<file path="config.mk">
export PLATFORM = sky130hd
export DESIGN_NAME = if_id_hazard_ctrl
export DESIGN_NICKNAME = d
export VERILOG_FILES = /design/src/rtl/if_id_hazard_ctrl_pkg.sv /design/src/rtl/if_id_hazard_detect.sv /design/src/rtl/if_id_hazard_ctrl.sv
export SDC_FILE = /design/constraint.sdc
export NUM_CORES = 1
export LEC_CHECK = 0
export ABC_AREA = 1
export CORE_AREA = 2 2 80 159
export CTS_BUF_LIST = sky130_fd_sc_hd__clkbuf_8
export CTS_CLUSTER_SIZE = 25
export DETAILED_ROUTE_END_ITERATION = 7
export DIE_AREA = 0 0 82 161
export PLACE_DENSITY = 0.8
export SYNTH_ARGS = -nofsm -noshare
export SYNTH_HDL_FRONTEND = slang
export SYNTH_SLANG_ARGS = --single-unit
</file>
<file path="constraint.sdc">
create_clock -name clk -period 2.4 [get_ports clk]
set_input_delay 0.24 -clock clk [delete_from_list [all_inputs] [get_ports clk]]
set_output_delay 0.24 -clock clk [all_outputs]
set_load 0.01 [all_outputs]
</file>
<file path="src/rtl/if_id_hazard_ctrl_pkg.sv">
// Shared MIPS encodings for the IF/ID hazard controller: opcodes, bubble
// instruction and control FSM states.
package if_id_hazard_ctrl_pkg;

  localparam logic [31:0] MIPS_NOP   = 32'h0000_0000;
  localparam logic [5:0]  MIPS_OP_J  = 6'b000010;
  localparam logic [5:0]  MIPS_OP_LW = 6'b100011;

  typedef enum logic [1:0] {
    ST_RUN      = 2'd0,
    ST_STALL    = 2'd1,
    ST_REDIRECT = 2'd2
  } hz_state_t;

  function automatic logic [5:0] opcode(input logic [31:0] i);
    return i[31:26];
  endfunction

  function automatic logic [4:0] rs_f(input logic [31:0] i);
    return i[25:21];
  endfunction

  function automatic logic [4:0] rt_f(input logic [31:0] i);
    return i[20:16];
  endfunction

endpackage

</file>
<file path="src/rtl/if_id_hazard_detect.sv">
// Load-use comparator: a load in EX whose destination feeds either source of
// the instruction sitting in decode.
module hazard_detect
  import if_id_hazard_ctrl_pkg::*;
#(
  parameter logic [5:0] OP_LW = MIPS_OP_LW
) (
  input  logic [31:0] ex_ins,
  input  logic [31:0] if_id_ins,
  output logic        load_use
);

  logic [4:0] w_ld_rt;
  logic       w_is_lw;
  logic       w_unused;

  assign w_ld_rt = rt_f(ex_ins);
  assign w_is_lw = (opcode(ex_ins) == OP_LW);

  // r0 is hardwired zero, so a load into it never creates a dependency.
  assign load_use = w_is_lw && (w_ld_rt != 5'd0) &&
                    ((w_ld_rt == rs_f(if_id_ins)) || (w_ld_rt == rt_f(if_id_ins)));

  assign w_unused = ^{ex_ins[25:21], ex_ins[15:0], if_id_ins[31:26], if_id_ins[15:0]};

endmodule

</file>
<file path="src/rtl/if_id_hazard_ctrl.sv">
// IF/ID pipeline register with load-use stall, EX-branch flush and decode-stage
// jump redirect. Priority: EX branch > load-use > jump.
module if_id_hazard_ctrl
  import if_id_hazard_ctrl_pkg::*;
#(
  parameter logic [31:0] NOP   = MIPS_NOP,
  parameter logic [5:0]  OP_J  = MIPS_OP_J,
  parameter logic [5:0]  OP_LW = MIPS_OP_LW
) (
  input  logic        clk,
  input  logic        reset,
  input  logic [31:0] ins,
  input  logic [15:0] current_address,
  input  logic        ex_branch_taken,
  input  logic [15:0] ex_branch_target,
  output logic [15:0] jmp_loc,
  output logic        pc_mux_sel,
  output logic        stall,
  output logic        stall_pm,
  output logic [31:0] if_id_ins,
  output logic [15:0] if_id_pc,
  output logic [31:0] ex_ins,
  output logic [15:0] stall_count,
  output logic [15:0] flush_count
);

  logic [31:0] r_if_id_ins;
  logic [15:0] r_if_id_pc;
  logic [31:0] r_ex_ins;
  logic [15:0] r_stall_cnt;
  logic [15:0] r_flush_cnt;
  hz_state_t   r_state;

  logic w_load_use;
  logic w_branch;
  logic w_stall;
  logic w_jump;
  logic w_redirect;

  hazard_detect #(.OP_LW(OP_LW)) u_hazard_detect (
    .ex_ins    (r_ex_ins),
    .if_id_ins (r_if_id_ins),
    .load_use  (w_load_use)
  );

  assign w_branch   = ex_branch_taken;
  assign w_stall    = w_load_use && !w_branch;
  // A jump waiting behind a load-use is deferred; it fires once the bubble clears.
  assign w_jump     = (opcode(r_if_id_ins) == OP_J) && !w_branch && !w_load_use;
  assign w_redirect = w_branch || w_jump;

  assign stall      = w_stall;
  assign pc_mux_sel = w_redirect;
  assign jmp_loc    = w_branch ? ex_branch_target :
                      w_jump   ? r_if_id_ins[15:0] : 16'h0000;

  assign if_id_ins   = r_if_id_ins;
  assign if_id_pc    = r_if_id_pc;
  assign ex_ins      = r_ex_ins;
  assign stall_count = r_stall_cnt;
  assign flush_count = r_flush_cnt;
  // STALL state is entered exactly on the edge that ends a stall cycle.
  assign stall_pm    = (r_state == ST_STALL);

  always_ff @(posedge clk or negedge reset) begin
    if (!reset) begin
      r_if_id_ins <= NOP;
      r_if_id_pc  <= 16'h0000;
      r_ex_ins    <= NOP;
      r_stall_cnt <= 16'h0000;
      r_flush_cnt <= 16'h0000;
      r_state     <= ST_RUN;
    end else begin
      if (w_branch) begin
        r_if_id_ins <= NOP;
        r_if_id_pc  <= current_address;
        r_ex_ins    <= NOP;
      end else if (w_stall) begin
        r_ex_ins    <= NOP;
      end else if (w_jump) begin
        r_if_id_ins <= NOP;
        r_if_id_pc  <= current_address;
        r_ex_ins    <= r_if_id_ins;
      end else begin
        r_if_id_ins <= ins;
        r_if_id_pc  <= current_address;
        r_ex_ins    <= r_if_id_ins;
      end

      if (w_stall && (r_stall_cnt != 16'hFFFF))
        r_stall_cnt <= r_stall_cnt + 16'd1;
      if (w_redirect && (r_flush_cnt != 16'hFFFF))
        r_flush_cnt <= r_flush_cnt + 16'd1;

      if (w_redirect)   r_state <= ST_REDIRECT;
      else if (w_stall) r_state <= ST_STALL;
      else              r_state <= ST_RUN;
    end
  end

endmodule

</file>
**After elaboration in Yosys (flattened, before gate mapping)**

Index checks and enable logic that the tools add are counted.
Widths: inputs -> output; s select.

- Reductions and logical operators: 12
- $add $sub $neg: 2
- Muxes and demuxes: 11
- Eq/ne operators: 8

Operators by type and width:

| operator | count |
|---|---|
| $mux 32 | 5 |
| $mux 16 | 4 |
| $add 16x1->16 const B | 2 |
| $ne 16x16->1 const B | 2 |
| $eq 5x5->1 | 2 |
| $logic_and 1x1->1 | 7 |
| $eq 6x2->1 const B | 1 |
| $eq 6x6->1 const B | 1 |
| $reduce_bool 5->1 | 1 |
| $eq 2x1->1 const B | 1 |
| $logic_not 1->1 | 2 |
| $logic_or 1x1->1 | 2 |
| $mux 2 | 1 |
| $ne 2x2->1 const B | 1 |
| $mux 1 | 1 |

- Input bits: 67
- Output and inout port bits: 131
- Flip-flop bits (word level): 114
- Logic and storage cells: 39

**Logic depth before layout (Yosys ltp)**

Gate-level depths: netlist of run 1.

- Depth in word-level cells: 8
- Mapped depth: 13
- Mapped depth without buffers: 12

**Hierarchy**

From an unflattened synthesis of run 1, not the netlist that was laid out.

- Cell total of the unflattened synthesis: 664
- Area, all modules: 5,308.8 um^2

Modules (own cells, without submodules):

| module | times used | sequential area each (um^2) | cells each | area an instance (um^2) |
|---|---|---|---|---|
| if_id_hazard_ctrl | 1 | 2,852.7 | 616 | 5,099.9 |
| hazard_detect | 1 | 0.0 | 48 | 209.0 |

**Worst setup path after synthesis of run 1**

OpenSTA, ideal clock, no wires.

- Path kind: register -> output
- Start: register r_ex_ins[20], in the netlist ex_ins[20]
- End: output port jmp_loc[10]
- Path buffers: 1
- Setup slack: 0.697 ns
- Cell stages (with the launch flop): 9
- Required time: 2.160 ns
- Arrival: 1.463 ns
- Path through: dfrtp_1 inv_2 nand3_1 nor3_1 nor2_1 nand2_2 nand2_4 clkbuf_1 o21ai_0

- Word-level cells in the longest chain between the ends: 7
- Elaborated cells on any way between the ends: 10

RTL lines:

| item | RTL line | RTL |
|---|---|---|
| from (decl) | if_id_hazard_ctrl.sv:29 | `logic [31:0] r_ex_ins;` |
| from (signal assigned) | if_id_hazard_ctrl.sv:83 | `r_ex_ins <= r_if_id_ins;` |
| from (signal assigned) | if_id_hazard_ctrl.sv:87 | `r_ex_ins <= r_if_id_ins;` |
| $eq 5x5->1 or $reduce_bool 5->1 (tied branches) | if_id_hazard_detect.sv:22, if_id_hazard_detect.sv:21 |  |
| $logic_or 1x1->1 or $logic_and 1x1->1 (tied branches) | if_id_hazard_detect.sv:22, if_id_hazard_detect.sv:21 |  |
| $logic_and 1x1->1 * | if_id_hazard_detect.sv:21 | `assign load_use = w_is_lw && (w_ld_rt != 5'd0) &&` |
| $logic_not 1->1 * | if_id_hazard_ctrl.sv:49 | `assign w_jump = (opcode(r_if_id_ins) == OP_J) && !w_branch && !w_load_use;` |
| $logic_and 1x1->1 * | if_id_hazard_ctrl.sv:49 |  |
| $mux 16 * | if_id_hazard_ctrl.sv:55 | `w_jump ? r_if_id_ins[15:0] : 16'h0000;` |
| $mux 16 * | if_id_hazard_ctrl.sv:54 | `assign jmp_loc = w_branch ? ex_branch_target :` |
| to (decl) | if_id_hazard_ctrl.sv:16 | `output logic [15:0] jmp_loc,` |

Mark *: on every way between the ends. The rest lies on a longest branch, timed or not.

**Worst setup path after layout of run 1**

- Start: register r_ex_ins[29], in the netlist ex_ins[29]
- End: output port pc_mux_sel

- Word-level cells in the longest chain between the ends: 6

RTL lines:

| item | RTL line | RTL |
|---|---|---|
| $eq 6x6->1 | if_id_hazard_detect.sv:18 | `assign w_is_lw = (opcode(ex_ins) == OP_LW);` |
| $logic_and 1x1->1 (2 in series) | if_id_hazard_detect.sv:21 |  |
| $logic_not 1->1 | if_id_hazard_ctrl.sv:49 |  |
| $logic_and 1x1->1 | if_id_hazard_ctrl.sv:49 |  |
| $logic_or 1x1->1 | if_id_hazard_ctrl.sv:50 | `assign w_redirect = w_branch \|\| w_jump;` |
| to (decl) | if_id_hazard_ctrl.sv:17 | `output logic pc_mux_sel,` |

Every way passes these cells.

==> metrics.md, run 1 <==
| Metric | Value |
|---|---|
| Crit path DAT | 2.00 ns |
| Die area | 13200 µm² |
| Worst-Skew Late Latency | 0.42 ns |
| Clock power share | 34.8% |
| Layout cells sized above 1 | 9.21% |
| First-pass DRT Iterations | 5 |
| Root buf cell | clkbuf_8 |
| Synth Net Count | 694 |
| Max-Cap Viols | 0 |
| Yosys warns | 0 |
| Mapped cell area | 5320 µm² |
| Fmax | 0.446 GHz |
| DR iter-0 viols | 224 |
| Switching Share | 27.1% |
| Synth top area share | 53.6% |
| Synth area leader | dfrtp_1 |
| Reg clk slew, reported paths | 0.08 ns |
| Post-route cell area | 7870 µm² |
| Synth area leaders | dfrtp_1 (54%), nand2_1 (14%), inv_1 (4.6%), nor2_1 (3.8%), xor2_1 (3.5%) |
| Post-Route WL | 15100 µm |
| Sequential-to-total area share from yosys stat | 53.6% |
| Tightest Pin Transition | 0.647 ns |
| Fin util | 65.6% |
| CTS Buf Count | 17 |
| Post-Synthesis Cells | 625 |
| Initial Util | 44.4% |
| CTS Sinks | 114 |
| Max VDD drop | 458 µV |
| Ant diodes | 0 |
| R2R depth | 11 |
| Die Wd | 82 µm |
| GRT Total Usage | 23.9% |
| # setup viols final | 0 |
| Leakage | 3.78 nW |
| Final max-slew violation count | 0 |
| Top-Level Pins | 198 |
| Max_slew headroom | 56.5% |
| Gpl congestion | 0.943 |
| Core outline area | 12000 µm² |
| DRC viols | 0 |
| Seq pwr share | 48.3% |
| Power share of the combinational group | 16.9% |
| #FFs+latches synth | 114 |
| Commonest non-fill, non-tap cell in the layout | nand2_1 |
| Vias in the first global route | 4924 |
| RSZ-0062 raised after global routing | true |
| Run status | finished, final reports clean |
| Die span in y | 161 µm |
| Vias | 4927 |
| Worst r2r src | if_id_ins[18] |
| DP Wirelength | 11300 µm |
| Commonest cells after routing, fill and taps aside | nand2_1 (203), clkdlybuf4s50_1 (178), dfrtp_1 (112) |
| Largest net degree at the start of global routing | 49 |
| Endpoint class of the critical path | output pin |
| Clk buf depth | 2 |
| Crit Path Class | flip-flop to output pin |
| Worst endpoint required time | 2.16 ns |
| Placed Area | 7460 µm² |
| TritonCTS clock tree | done |
| Critical Path Fanout Max | 8 |
| Global route overflow | 0 |
| Startpoint Class | flip-flop |
| Row count | 57 |
| Initial antenna violation count | 0 |
| CP startpoint | ex_ins[29] |
| Mean post-synth cell area | 8.52 µm² |
| Min Tclk post-route | 2.24 ns |
| Sw power | 1.19 mW |
| Average routed wire per standard cell | 15.2 µm |
| Port Buffers | 197 |
| Area delta synth->final | 47.8% |
| Global-route wire length before repair | 24100 µm |
| Post-route ant nets | 0 |
| Internal cell power | 3.20 mW |
| Count of different cell masters after synthesis | 29 |
| Final Hold Vio Count | 0 |
| Power density over the cells | 559 nW/µm² |
| Clock Skew | 0.0221 ns |
| HP Class | primary input to asynchronous set/reset pin |
| Tcrit/Tclk final | 93.4% |
| H-Tree Depth | 4 |
| Final Net Count | 903 |
| Vias per cell | 4.96 |
[cells in the mapped netlist]
master	instances
inv_2	6
nor4_2	1
nor3_2	2
nand2_1	203
inv_1	65
o22ai_2	10
nor4_1	2
nand2_4	3
o21ai_1	7
nand2_2	2
nand3_1	36
nand3b_1	1
nand3_2	2
ha_1	2
o22ai_1	22
buf_2	11
buf_4	2
nand4_4	1
o21ai_0	19
buf_1	4
nand4_1	5
buf_6	3
dfrtp_1	114
clkbuf_1	4
xnor2_1	8
nor2_1	54
xor2_1	21
nor3_1	14
nor2_4	1
[registers in the layout (all words and copies together) (netlist names)]
signal / cells
stall_count: 16
flush_count: 16
if_id_pc: 16
if_id_ins: 32
ex_ins: 32
r_state: 2
[path summary, 6_finish.rpt]
path                            slack [ns]             end
worst max-delay path                  0.16      pc_mux_sel
worst min-delay path                  0.31  stall_count[9]
worst max register to register        0.42      ex_ins[14]
worst min register to register        0.47     if_id_pc[0]
max in group asynchronous             1.28      ex_ins[23]
min in group clk                      0.36     if_id_pc[1]
[per-layer routing]
| layer | up-vias | wire length [µm] | GRT usage [%] |
|---|---|---|---|
| met3 | 15 | 1710 | 10.4 |
| met1 | 2294 | 5500 | 25.4 |
| li1 | 2400 | - | - |
| met5 | - | 0 | 0 |
| met4 | 0 | 208 | 6.89 |
| met2 | 218 | 7680 | 41.7 |
[kinds of logic (layout without fill, tap and decap cells)]
logic type,after synthesis,after routing,share of synthesized area (%)
xor+xnor,29,29,4.77
flops,114,114,53.6
fa+ha+maj,2,2,0.470
compound gates,58,58,7.38
simple gates,327,328,26.3
buf+inv,95,316,7.52
[final cells by class]
type	instances	area [µm²]
Fill cell	990	4120
Sequential cell	114	2860
Multi-Input combinational cell	417	2120
Timing Repair Buffer	213	2100
Inverter	71	267
Clock buffer	17	234
Tap cell	147	184
Clock inverter	15	104
[per-stage QoR]
stage               total power, mW  hold WS [ns]  TNS (ns)  instances  setup slack [ns]
finish                         4.40         0.309         0        994             0.158
detailed placement             2.91         0.232         0        958            0.0133
floorplan                      2.44       -0.0556         0        625             0.697
global placement               2.89         0.226         0        958            0.0359
CTS                            4.45         0.309   -0.0277        994           -0.0277
global route                   4.62         0.343   -0.0131        994          -0.00920
[critical path, stage by stage, from the launching register on]
cell,delay [ns]
dfrtp_1,0.37
nor3_1,0.20
nand3b_1,0.18
nor2_4,0.19
nand2_4,0.12
nand2_4,0.15
nand2_4,0.09
dlygate4sd2_1,0.30
[repair_timing]
action                                  CTS  global route
gates cloned                              1             0
pin swaps                                 1             2
gates resized for setup                  24             6
hold buffers                              1             0
buffers inserted                          2             0
hold endpoints to repair                 34             0
endpoints found under the setup margin   18             1
[power by group through the flow]
stage / logic [mW] / registers (mW) / clock network (mW)
final: 0.745 / 2.12 / 1.53
after global routing: 0.825 / 2.13 / 1.66
after CTS: 0.752 / 2.12 / 1.58
after detailed placement: 0.753 / 2.15 / 0
after global placement: 0.740 / 2.15 / 0
after floorplan: 0.255 / 2.19 / 0
Power figures use the tool's default switching activity.
==> run 2: changes to the inputs <==
--- a/config.mk
+++ b/config.mk
@@ -8,10 +8,12 @@
 export ABC_AREA = 1
 export CORE_AREA = 2 2 80 159
 export CTS_BUF_LIST = sky130_fd_sc_hd__clkbuf_8
-export CTS_CLUSTER_SIZE = 25
+export CTS_CLUSTER_DIAMETER = 50
+export CTS_CLUSTER_SIZE = 14
 export DETAILED_ROUTE_END_ITERATION = 7
 export DIE_AREA = 0 0 82 161
 export PLACE_DENSITY = 0.8
+export REMOVE_ABC_BUFFERS = 1
 export SYNTH_ARGS = -nofsm -noshare
 export SYNTH_HDL_FRONTEND = slang
 export SYNTH_SLANG_ARGS = --single-unit
==> metrics.md, run 2 (synthesized netlist as in run 1, its figures left out) <==
| Metric | Value |
|---|---|
| Run status | finished, final reports clean |
| Crit path DAT | 2.11 ns |
| Fmax | 0.425 GHz |
| Endpoint class of the critical path | output pin |
| Row count | 57 |
| H-Tree Depth | 4 |
| CTS Sinks | 114 |
| Vias in the first global route | 5052 |
| Vias per cell | 5.00 |
| Final Hold Vio Count | 0 |
| Die area | 13200 µm² |
| Max VDD drop | 540 µV |
| CTS Buf Count | 17 |
| Layout cells sized above 1 | 11.2% |
| Critical-path cell list | buf_4, buf_4, xnor2_1, nand3_1, nand2_2, nand2_4, nand2_8, buf_4, o21ai_1, clkdlybuf4s15_1 |
| Average routed wire per standard cell | 15.2 µm |
| TritonCTS clock tree | done |
| Initial Util | 44.4% |
| Port Buffers | 197 |
| Critical path's most frequent cell | buf_4 |
| Core outline area | 12000 µm² |
| Reg clk slew, reported paths | 0.07 ns |
| CP max-delay cell | dfrtp_1 |
| Pwr Total | 4.73 mW |
| Area delta synth->final | 49.8% |
| Top-Level Pins | 198 |
| Leakage | 3.80 nW |
| Critical Path Fanout Max | 4 |
| Max_slew headroom | 58.2% |
| Largest net degree at the start of global routing | 49 |
| DR iter-0 viols | 241 |
| GRT Total Usage | 24.0% |
| Tcrit/Tclk final | 98.1% |
| Gpl congestion | 0.913 |
| Die span in y | 161 µm |
| Final Net Count | 911 |
| Min-delay src | current_address[14] |
| Commonest cells after routing, fill and taps aside | nand2_1 (203), clkdlybuf4s50_1 (178), dfrtp_1 (114) |
| Initial antenna violation count | 0 |
| Crit Path Class | flip-flop to output pin |
| Final worst slack | 0.0466 ns |
| DRC viols | 0 |
| HP Class | primary input to flip-flop |
| Worst r2r src | ex_ins[20] |
| Slowest cell delay on critical path | 0.41 ns |
| Global route overflow | 0 |
| Startpoint Class | flip-flop |
| Fin util | 66.5% |
| Clk buf depth | 2 |
| Vias | 5010 |
| Power density over the cells | 593 nW/µm² |
| Post-route ant nets | 0 |
| Die Wd | 82 µm |
| Ant diodes | 0 |
| DP Wirelength | 11300 µm |
| Max-Cap Viols | 0 |
| Worst endpoint required time | 2.16 ns |
| # setup viols final | 0 |
| Final max-slew violation count | 0 |
| Tightest Pin Transition | 0.627 ns |
| Post-place setup slack | -0.0602 ns |
| Min Tclk post-route | 2.35 ns |
| CP startpoint | ex_ins[20] |
| Root buf cell | clkbuf_8 |
| Post-Route WL | 15200 µm |
| First-pass DRT Iterations | 4 |
| Worst-Skew Late Latency | 0.42 ns |
| Clock Skew | 0.00776 ns |
| Commonest non-fill, non-tap cell in the layout | nand2_1 |
| Global-route wire length before repair | 24200 µm |
==> run 2: changes by cell type in the layout (fill, tap and decap cells not counted), sizes merged <==
cell / change
buf: +9
bufinv: +2
clkbuf: +9
clkdlybuf4s15: +8
clkinv: -4
clkinvlp: +2
dlygate4sd2: -16
inv: -1
nand2: -1
==> run 2: what timing repair did <==
action / 4_1_cts / 5_1_grt
hold buffers: 1 / 0
gates resized for setup: 27 / 33
endpoints found under the setup margin: 18 / 18
hold endpoints to repair: 45 / 0
pin swaps: 0 / 1
buffers inserted: 5 / 4
==> run 2: layout make-up <==
cell class | count | area (µm²)
Inverter | 71 | 267
Clock buffer | 18 | 248
Multi-Input combinational cell | 416 | 2100
Tap cell | 147 | 184
Fill cell | 1013 | 4010
Clock inverter | 14 | 164
Timing Repair Buffer | 222 | 2150
Sequential cell | 114 | 2850
==> run 2: worst paths after layout <==
path	endpoint	cells past startpoint	slack, ns
worst max-delay path	jmp_loc[15]	10	0.05
worst min-delay path	if_id_pc[14]	3	0.35
worst max register to register	stall_count[9]	10	0.22
worst min register to register	if_id_pc[14]	2	0.47
max in group asynchronous	ex_ins[25]	3	1.37
min in group asynchronous	stall_count[10]	2	0.36
==> run 2: per-stage QoR <==
stage	hold WS, ns	cells	instance area (µm²)	TNS (ns)
floorplan	-0.0556	601	5190	-0.0540
global placement	0.288	960	7480	0
detailed placement	0.295	960	7480	-0.137
CTS	0.322	998	7940	-0.0220
global route	0.340	1002	7970	-0.162
finish	0.347	1002	7970	0
==> run 2: routing by layer <==
layer / vias to the layer above / GRT usage [%] / wire length (µm)
li1: 2410 / - / -
met2: 199 / 42.2 / 7960
met5: - / 0 / 0
met1: 2379 / 27.7 / 5930
met3: 22 / 6.76 / 1080
met4: 0 / 6.67 / 253
==> run 2: where the power goes <==
part	switching (mW)	total [mW]	internal [mW]
logic	0.356	0.758	0.402
clock network	0.802	1.85	1.05
registers	0.0999	2.12	2.02
total	1.26	4.73	3.47
==> run 2: critical path, delay by kind of cell (launching register included) <==
family,cells,cell delay (ns)
buf+inv,4,0.68
flops,1,0.41
simple gates,4,0.35
compound gates,1,0.14
xor+xnor,1,0.11
==> run 3: changes to the inputs <==
==> constraint.sdc (replaced) <==
create_clock -name clk -period 2.43 [get_ports clk]
set_input_delay 0.243 -clock clk [delete_from_list [all_inputs] [get_ports clk]]
set_output_delay 0.243 -clock clk [all_outputs]
set_load 0.01 [all_outputs]
==> metrics.md, run 3 (synthesized netlist as in run 1, its figures left out) <==
| Metric | Value |
|---|---|
| Run status | finished, final reports clean |
| First-pass DRT Iterations | 5 |
| Reg clk slew, reported paths | 0.07 ns |
| Critical Path Fanout Max | 17 |
| CTS Sinks | 114 |
| Min Tclk post-route | 2.22 ns |
| Min-delay src | current_address[10] |
| HP Class | primary input to flip-flop |
| Endpoint class of the critical path | output pin |
| DR iter-0 viols | 242 |
| Worst-Skew Late Latency | 0.42 ns |
| Gpl congestion | 0.928 |
| Final max-slew violation count | 0 |
| Clock Skew | 0.0154 ns |
| GRT Total Usage | 23.9% |
| Pwr Total | 4.84 mW |
| Die span in y | 161 µm |
| Die Wd | 82 µm |
| Placed Area | 7470 µm² |
| Hold_ws | 0.351 ns |
| Reg2Reg Setup Slack | 0.44 ns |
| Tcrit/Tclk final | 91.2% |
| DP Wirelength | 11100 µm |
| Power density over the cells | 609 nW/µm² |
| Max-Cap Viols | 0 |
| Average routed wire per standard cell | 15.1 µm |
| Initial antenna violation count | 0 |
| CTS Buf Count | 17 |
| Clk buf depth | 2 |
| Ant diodes | 0 |
| Top-Level Pins | 198 |
| Post-route cell area | 7950 µm² |
| Row count | 57 |
| # setup viols final | 0 |
| Worst endpoint required time | 2.19 ns |
| Tightest Pin Transition | 0.664 ns |
| Critical R2R Capture | flush_count[3] |
| Final Net Count | 902 |
| Core outline area | 12000 µm² |
| Crit Path Class | flip-flop to output pin |
| Port Buffers | 197 |
| H-Tree Depth | 4 |
| Post-Route WL | 15000 µm |
| Max_slew headroom | 55.3% |
| Largest net degree at the start of global routing | 53 |
| Global route overflow | 0 |
| Vias per cell | 5.00 |
| DRC viols | 0 |
| TritonCTS clock tree | done |
| Die area | 13200 µm² |
| Worst r2r src | flush_count[0] |
| Vias in the first global route | 4914 |
| Inst Count DP | 960 |
| Final Hold Vio Count | 0 |
| RSZ-0062 raised after global routing | false |
| Post-route ant nets | 0 |
| Startpoint Class | flip-flop |
| Commonest non-fill, non-tap cell in the layout | nand2_1 |
| Root buf cell | clkbuf_8 |
| Leakage | 3.82 nW |
| Fmax | 0.451 GHz |
| Vias | 4967 |
| Setup TNS Final | 0 ns |
| Area delta synth->final | 49.4% |
| Hold-critical path depth | 3 |
| R2R depth | 7 |
| Final cell count without fillers | 993 |
| Layout cells sized above 1 | 9.34% |
| Postcts setup bufs | 0 |
| Max VDD drop | 537 µV |
| Crit path DAT | 1.97 ns |
| Worst hold path endpoint | if_id_pc[10] |
| Global-route wire length before repair | 24200 µm |
| Initial Util | 44.4% |
| Commonest cells after routing, fill and taps aside | nand2_1 (203), clkdlybuf4s50_1 (178), dfrtp_1 (112) |
[run 3: cell count changes in the layout (fill, tap and decap cells not counted), moves of 2 or more]
cell             change
clkdlybuf4s15_1      -8
buf_4                -7
nor3_1               -2
nor2_1               +2
dlygate4sd2_1       +16
dfrtp_1              -2
clkbuf_2             -8
nor3_2               +2
dfrtp_2              +2
clkinvlp_4           -5
bufinv_16            +2
nor2_2               -2
clkbuf_8             +2
[run 3: what timing repair did]
item	CTS	global route
hold buffers	1	0
hold endpoints to repair	49	0
gates resized for setup	29	4
setup endpoints to repair	18	1
[run 3: report_power, final]
group	total [mW]	switching [mW]	internal [mW]
Clock	2.02	0.731	1.29
Combinational	0.725	0.340	0.385
Sequential	2.10	0.0994	2.00
[run 3: worst max-delay path: stages (launching register included)]
cell and delay [ns]:
dfrtp_1 0.40, inv_1 0.11, nand2_1 0.07, nand2_1 0.08, nor2_1 0.05, nand3_1 0.08
nand2_2 0.08, nand2_2 0.12, nand2_8 0.12, o21ai_1 0.17, dlygate4sd2_1 0.28
[run 3: worst max path at each step]
| stage | start | endpoint | slack, ns | cells after the start |
|---|---|---|---|---|
| finish | if_id_ins[25] | jmp_loc[5] | 0.21 | 10 |
| global route | if_id_ins[25] | jmp_loc[0] | 0.005 | 10 |
| CTS | ex_ins[28] | stall | 0.02 | 6 |
| detailed placement | ex_branch_taken | jmp_loc[5] | -0.02 | 7 |
| global placement | ex_branch_taken | jmp_loc[4] | 0.08 | 7 |
| floorplan | ex_ins[29] | stall_count[2] | 0.01 | 8 |
[run 3: area by class of cell]
cell class                      count  area (µm²)
Inverter                           71         267
Sequential cell                   114        2860
Clock buffer                       20         275
Clock inverter                     12         186
Multi-Input combinational cell    416        2100
Fill cell                         993        4030
Tap cell                          147         184
Timing Repair Buffer              213        2090
[run 3: per-layer routing]
layer / wire, µm / vias to the layer above / global-route usage, %
met5: 0 / - / 0
met4: 270 / 0 / 7.12
met3: 1330 / 20 / 6.54
met2: 7720 / 229 / 42.0
met1: 5680 / 2319 / 27.6
li1: - / 2399 / -
[run 3: through the flow]
step | worst slack, ns | util [%]
after floorplan | 0.0112 | -
after global placement | 0.0796 | 62.3
after detailed placement | -0.0194 | 62.3
after CTS | 0.0176 | 66.3
after global routing | 0.00472 | 66.4
final | 0.215 | 66.4
==> RTL edit 1: new RTL, config.mk and constraints of run 3 <==
Reset style: synchronous (`reset`), changed in one clocked block.
--- a/src/rtl/if_id_hazard_ctrl.sv
+++ b/src/rtl/if_id_hazard_ctrl.sv
@@ -62,7 +62,7 @@
   // STALL state is entered exactly on the edge that ends a stall cycle.
   assign stall_pm    = (r_state == ST_STALL);
 
-  always_ff @(posedge clk or negedge reset) begin
+  always_ff @(posedge clk) begin
     if (!reset) begin
       r_if_id_ins <= NOP;
       r_if_id_pc  <= 16'h0000;
Behaviour: differs if reset is asserted again (counterexample within 4 cycles, from zero or initial values and one cycle with reset low); with reset held inactive, the same outputs for 4 cycles.
==> RTL edit 1 against run 3 <==
Clock power shrank 11%. Cell count grew 0.40%. Highest routed layer unchanged. Total power decreased by 13%. Non-clock buffer count fell by 5. Global-route usage is 2.4 points lower. Area after synthesis fell by 11%. Critical endpoint is now jmp_loc[3]. Sequential cell count did not move. Maximum frequency grew 0.42%. Cell area down 8.9%. Setup slack better by 9.2 ps. Sequential power shrank 7%. Wire length fell by 8.2%. Clock skew is essentially flat.
==> RTL edit 1: results (changes against run 3) <==
========================================================================================
First-pass GRT wire length                                                      22.07 mm   was 24.24 mm
Async set-or-reset flop fraction in the synthesized netlist                            0   was 1.000
Post-CTS Resized                                                                      22   was 29
Aggregate global-route resource usage                                             0.2148   was 0.2391
Setup WS pre-CTS                                                                116.9 ps   was -19.44 ps
Peak ir drop on the vdd network                                                0.4137 mV   was 0.5366 mV
Placed Instances                                                                     965   was 960
Last weighted congestion value of the routability-driven placer                   0.8128   was 0.9283
Finished Layout Cells                                                                997   was 993
Synth Area in Adders                                                            0.005290   was 0.004701
Setup slack, reg-to-reg                                                           380 ps   was 440 ps
Beginning of the worst register-to-register path                            flush_count[0]$_SDFFE_PN0P_   was flush_count[0]$_DFFE_PN0P_
Post-layout min period                                                           2206 ps   was 2215 ps
Synth Area in Compound Gates                                                      0.1240   was 0.07381
Share of post-route cells with drive strength above 1                            0.08353   was 0.09338
Reported leakage power                                                          2.977 nW   was 3.823 nW
Cell-internal power                                                           0.003167 W   was 0.003674 W
Min-delay src                                                               current_address[12]   was current_address[10]
Final Skew                                                                      15.00 ps   was 15.41 ps
First DRT Iteration DRCs                                                             225   was 242
Critical R2R Capture                                                        flush_count[8]$_SDFFE_PN0P_   was flush_count[3]$_DFFE_PN0P_
Largest net degree at the start of global routing                                     52   was 53
Synth Area in XOR/XNOR                                                           0.02592   was 0.04772
Post-DP HPWL                                                                    9.936 mm   was 11.12 mm
Vias in the first global route                                                      4716   was 4914
Avg Cell Area, Syn                                                           7.392 sq um   was 8.516 sq um
Number of search-and-repair iterations in the first detailed-routing pass              4   was 5
Avg Vias per Cell                                                                  4.911   was 5.002
Synth cell count leaders                                                    sky130_fd_sc_hd__nand2_1 (142), sky130_fd_sc_hd__nor2_1 (117), sky130_fd_sc_hd__dfxtp_1 (114), sky130_fd_sc_hd__inv_1 (65), sky130_fd_sc_hd__a21oi_1 (36)   was sky130_fd_sc_hd__nand2_1 (203), sky130_fd_sc_hd__dfrtp_1 (114), sky130_fd_sc_hd__inv_1 (65), sky130_fd_sc_hd__nor2_1 (54), sky130_fd_sc_hd__nand3_1 (36)
Run status                                                                  finished clean   unchanged
Cell types with the largest area share after synthesis                      sky130_fd_sc_hd__dfxtp_1 (48%), sky130_fd_sc_hd__nand2_1 (11%), sky130_fd_sc_hd__nor2_1 (9.3%)   was sky130_fd_sc_hd__dfrtp_1 (54%), sky130_fd_sc_hd__nand2_1 (14%), sky130_fd_sc_hd__inv_1 (4.6%)
Worst Hold Slack                                                                383.9 ps   was 351.3 ps
Distinct cell type count of the synthesized netlist                                   32   was 29
Worst Reg-to-Reg Cells                                                                10   was 7
Total wire length                                                               13.77 mm   was 15.00 mm
========================================================================================
RTL edit 1: cell count changes after synthesis, moves of 10 or more:
cell / run 3 / this run
sky130_fd_sc_hd__dfrtp_1: 114 / 0
sky130_fd_sc_hd__nor2_1: 54 / 117
sky130_fd_sc_hd__clkbuf_1: 4 / 15
sky130_fd_sc_hd__o22ai_2: 10 / 0
sky130_fd_sc_hd__dfxtp_1: 0 / 114
sky130_fd_sc_hd__nand2_1: 203 / 142
sky130_fd_sc_hd__a21oi_1: 0 / 36
sky130_fd_sc_hd__xor2_1: 21 / 11
RTL edit 1: layer usage:
metal  GRT usage  part of all wire  vias up
met5           0                 0        -
met4     0.08030             0.019        0
met3      0.1006              0.10       21
met2      0.3381              0.47      206
met1      0.2504              0.41     2235
li1            -                 -     2434
RTL edit 1: area by class of cell:
type,instances,area [sq um]
sequential,114,2287
multi-input combinational,427,2058
fill,1075,4733
clock buffer,20,275.3
clock inverter,12,132.6
tap,147,183.9
inverter,69,259.0
timing repair buffer,208,2052
RTL edit 1: power by group through the flow:
stage	sequential (W)	combinational (W)	clock (W)
after floorplan	0.00202	0.000135	0
after global placement	0.00200	0.000444	0
after detailed placement	0.00200	0.000452	0
after CTS	0.00196	0.000445	0.00183
after global routing	0.00197	0.000482	0.00191
final	0.00196	0.000441	0.00179
RTL edit 1: how the worst max path moves through the flow:
stage / from / end / depth (start not counted)
floorplan: ex_ins[16]$_SDFF_PP0_ / if_id_ins[0]$_SDFFE_PP0N_ / 11
global placement: ex_branch_taken / stall_count[10]$_SDFFE_PN0P_ / 9
finish: if_id_ins[17]$_SDFFE_PP0N_ / jmp_loc[3] / 10
detailed placement: ex_branch_taken / stall_count[5]$_SDFFE_PN0P_ / 9
global route: ex_ins[19]$_SDFF_PP0_ / jmp_loc[12] / 10
CTS: ex_ins[20]$_SDFF_PP0_ / stall / 9
RTL edit 1: logic make-up (layout without fill, tap and decap cells):
| group | after synthesis | count (layout) |
|---|---|---|
| AO/OA/AOI/OAI | 100 | 100 |
| adder cells (fa/ha/maj) | 2 | 2 |
| buffers and inverters | 99 | 309 |
| XOR/XNOR | 14 | 14 |
| flip-flops | 114 | 114 |
| AND/OR/NAND/NOR | 311 | 311 |
RTL edit 1: worst max-delay path: stages, from the launching register on:
cell                            delay, ps
sky130_fd_sc_hd__dfxtp_1              390
sky130_fd_sc_hd__inv_1                 80
sky130_fd_sc_hd__nand2_1               60
sky130_fd_sc_hd__nand2_1               50
sky130_fd_sc_hd__nor2_1               100
sky130_fd_sc_hd__nand3_1               70
sky130_fd_sc_hd__nand2_1              130
sky130_fd_sc_hd__nand2_2              130
sky130_fd_sc_hd__nand2_8              150
sky130_fd_sc_hd__o21ai_0              100
sky130_fd_sc_hd__dlygate4sd2_1        290
==> RTL edit 2: new RTL, settings of run 3 <==
Made on the original files. The 3 states of `hz_state_t` get a one-hot encoding in 3 bits.
--- a/src/rtl/if_id_hazard_ctrl_pkg.sv
+++ b/src/rtl/if_id_hazard_ctrl_pkg.sv
@@ -6,10 +6,10 @@
   localparam logic [5:0]  MIPS_OP_J  = 6'b000010;
   localparam logic [5:0]  MIPS_OP_LW = 6'b100011;
 
-  typedef enum logic [1:0] {
-    ST_RUN      = 2'd0,
-    ST_STALL    = 2'd1,
-    ST_REDIRECT = 2'd2
+  typedef enum logic [2:0] {
+    ST_RUN      = 3'b001,
+    ST_STALL    = 3'b010,
+    ST_REDIRECT = 3'b100
   } hz_state_t;
 
   function automatic logic [5:0] opcode(input logic [31:0] i);
Behaviour: no difference found for any inputs over 4 cycles, from zero or initial values and one cycle with reset low; so few cycles prove little.
==> RTL edit 2 against run 3 <==
Total power shrank 13%. Via count shrank 0.62%. Sequential cell count grew 1. Area after synthesis shrank 3.5%. Register-to-register slack lost 160 ps. Cell area shrank 4.6%. Combinational power shrank 4.8%. Setup slack gained 8.9 ps. Wire length shrank 2.7%. Critical endpoint is now jmp_loc[2]. Largest cell class unchanged. Highest routed layer unchanged.
==> RTL edit 2: results (changes against run 3) <==
========================================================================================
Avg Cell Area, Syn                                                           8.381 sq um   was 8.516 sq um
Placed Instances                                                                     946   was 960
Total wire length                                                               14.59 mm   was 15.00 mm
Inverter count of the layout excluding clock inverters                                69   was 71
Number of search-and-repair iterations in the first detailed-routing pass              4   was 5
Post-DP HPWL                                                                    10.44 mm   was 11.12 mm
Dpl cell area                                                                 7286 sq um   was 7467 sq um
First-pass GRT wire length                                                      23.53 mm   was 24.24 mm
Final non-clock buffer share                                                      0.2731   was 0.2623
Avg Vias per Cell                                                                  5.037   was 5.002
Share of post-route cells with drive strength above 1                            0.09124   was 0.09338
Peak ir drop on the vdd network                                                0.4031 mV   was 0.5366 mV
Fraction of standard cell area in multi-input logic                               0.2479   was 0.2640
Netlist area before placement                                                 5137 sq um   was 5323 sq um
Run status                                                                  finished clean   unchanged
Critical R2R Capture                                                        flush_count[15]$_DFFE_PN0P_   was flush_count[3]$_DFFE_PN0P_
Non-clock buffers                                                                    214   was 213
Max-Slew Margin vs Limit                                                          0.6528   was 0.5533
Cell types with the largest area share after synthesis                      sky130_fd_sc_hd__dfrtp_1 (56%), sky130_fd_sc_hd__nand2_1 (13%), sky130_fd_sc_hd__nand3_1 (6.2%)   was sky130_fd_sc_hd__dfrtp_1 (54%), sky130_fd_sc_hd__nand2_1 (14%), sky130_fd_sc_hd__inv_1 (4.6%)
Via count of the routed design                                                      4936   was 4967
Clock sink count                                                                     115   was 114
Count of multi-input combinational gates                                             404   was 416
Worst Reg-to-Reg Cells                                                                 9   was 7
First DRT Iteration DRCs                                                             192   was 242
Last weighted congestion value of the routability-driven placer                   0.8814   was 0.9283
========================================================================================
RTL edit 2: cell types whose count changed in the layout (fill, tap and decap cells not counted), moves of 4 or more:
cell                                   run 3  this run
sky130_fd_sc_hd__clkbuf_2                  0        17
sky130_fd_sc_hd__nand3_1                  36        64
sky130_fd_sc_hd__xor2_1                   21        17
sky130_fd_sc_hd__o22ai_1                  22         0
sky130_fd_sc_hd__o22ai_2                  10         0
sky130_fd_sc_hd__o21ai_0                  11        37
sky130_fd_sc_hd__nand2_1                 203       179
sky130_fd_sc_hd__bufinv_16                 5         0
sky130_fd_sc_hd__dlygate4sd2_1            17         0
RTL edit 2: cell families after synthesis:
kind of cell             count (synthesis)  share of synthesized area
buffers and inverters                   94                    0.07672
adder cells (fa/ha/maj)                  2                   0.004870
AND/OR/NAND/NOR                        322                     0.2618
flip-flops                             115                     0.5604
XOR/XNOR                                25                    0.04262
AO/OA/AOI/OAI                           55                    0.05358
RTL edit 2: where the power goes:
part	switching, W	total [W]	internal, W
logic	0.000322	0.000690	0.000368
clock network	0.000747	0.00142	0.000671
registers	0.0000862	0.00210	0.00202
total	0.00116	0.00421	0.00305
RTL edit 2: worst min path at each step:
| stage | from | to | slack [ps] | cells after the start |
|---|---|---|---|---|
| 6_report | reset | stall_count[13]$_DFFE_PN0P_ | 320 | 2 |
| 5_1_grt | reset | stall_count[10]$_DFFE_PN0P_ | 340 | 2 |
| 4_1_cts | reset | stall_count[13]$_DFFE_PN0P_ | 310 | 2 |
| 3_5_place_dp | reset | flush_count[9]$_DFFE_PN0P_ | 230 | 1 |
| 3_3_place_gp | reset | flush_count[9]$_DFFE_PN0P_ | 230 | 1 |
| 2_1_floorplan | reset | ex_ins[0]$_DFF_PN0_ | -50 | 0 |
RTL edit 2: worst max-delay path: stages (launching register included):
cell and delay, ps:
sky130_fd_sc_hd__dfrtp_1 390, sky130_fd_sc_hd__inv_1 110, sky130_fd_sc_hd__nand2_1 80, sky130_fd_sc_hd__nand2_1 70
sky130_fd_sc_hd__nor2_1 40, sky130_fd_sc_hd__nand3_1 70, sky130_fd_sc_hd__nand2_1 100, sky130_fd_sc_hd__nand2_2 110
sky130_fd_sc_hd__nand2_4 80, sky130_fd_sc_hd__buf_12 160, sky130_fd_sc_hd__o21ai_1 150, sky130_fd_sc_hd__clkbuf_2 160
RTL edit 2: what timing repair did:
item | in CTS | in global routing
buffers inserted | 0 | 1
endpoints found under the hold margin | 31 | 0
hold buffers | 1 | 0
endpoints found under the setup margin | 17 | 29
gates resized for setup | 20 | 52
pin swaps | 0 | 0
gates cloned | 0 | 1
RTL edit 2: per-layer routing:
metal,track usage,wire (um),up-vias
met5,0,0,-
met1,0.2768,5475,2312
met4,0.07576,207,0
met3,0.1045,1742,20
li1,-,-,2337
met2,0.3670,7162,267
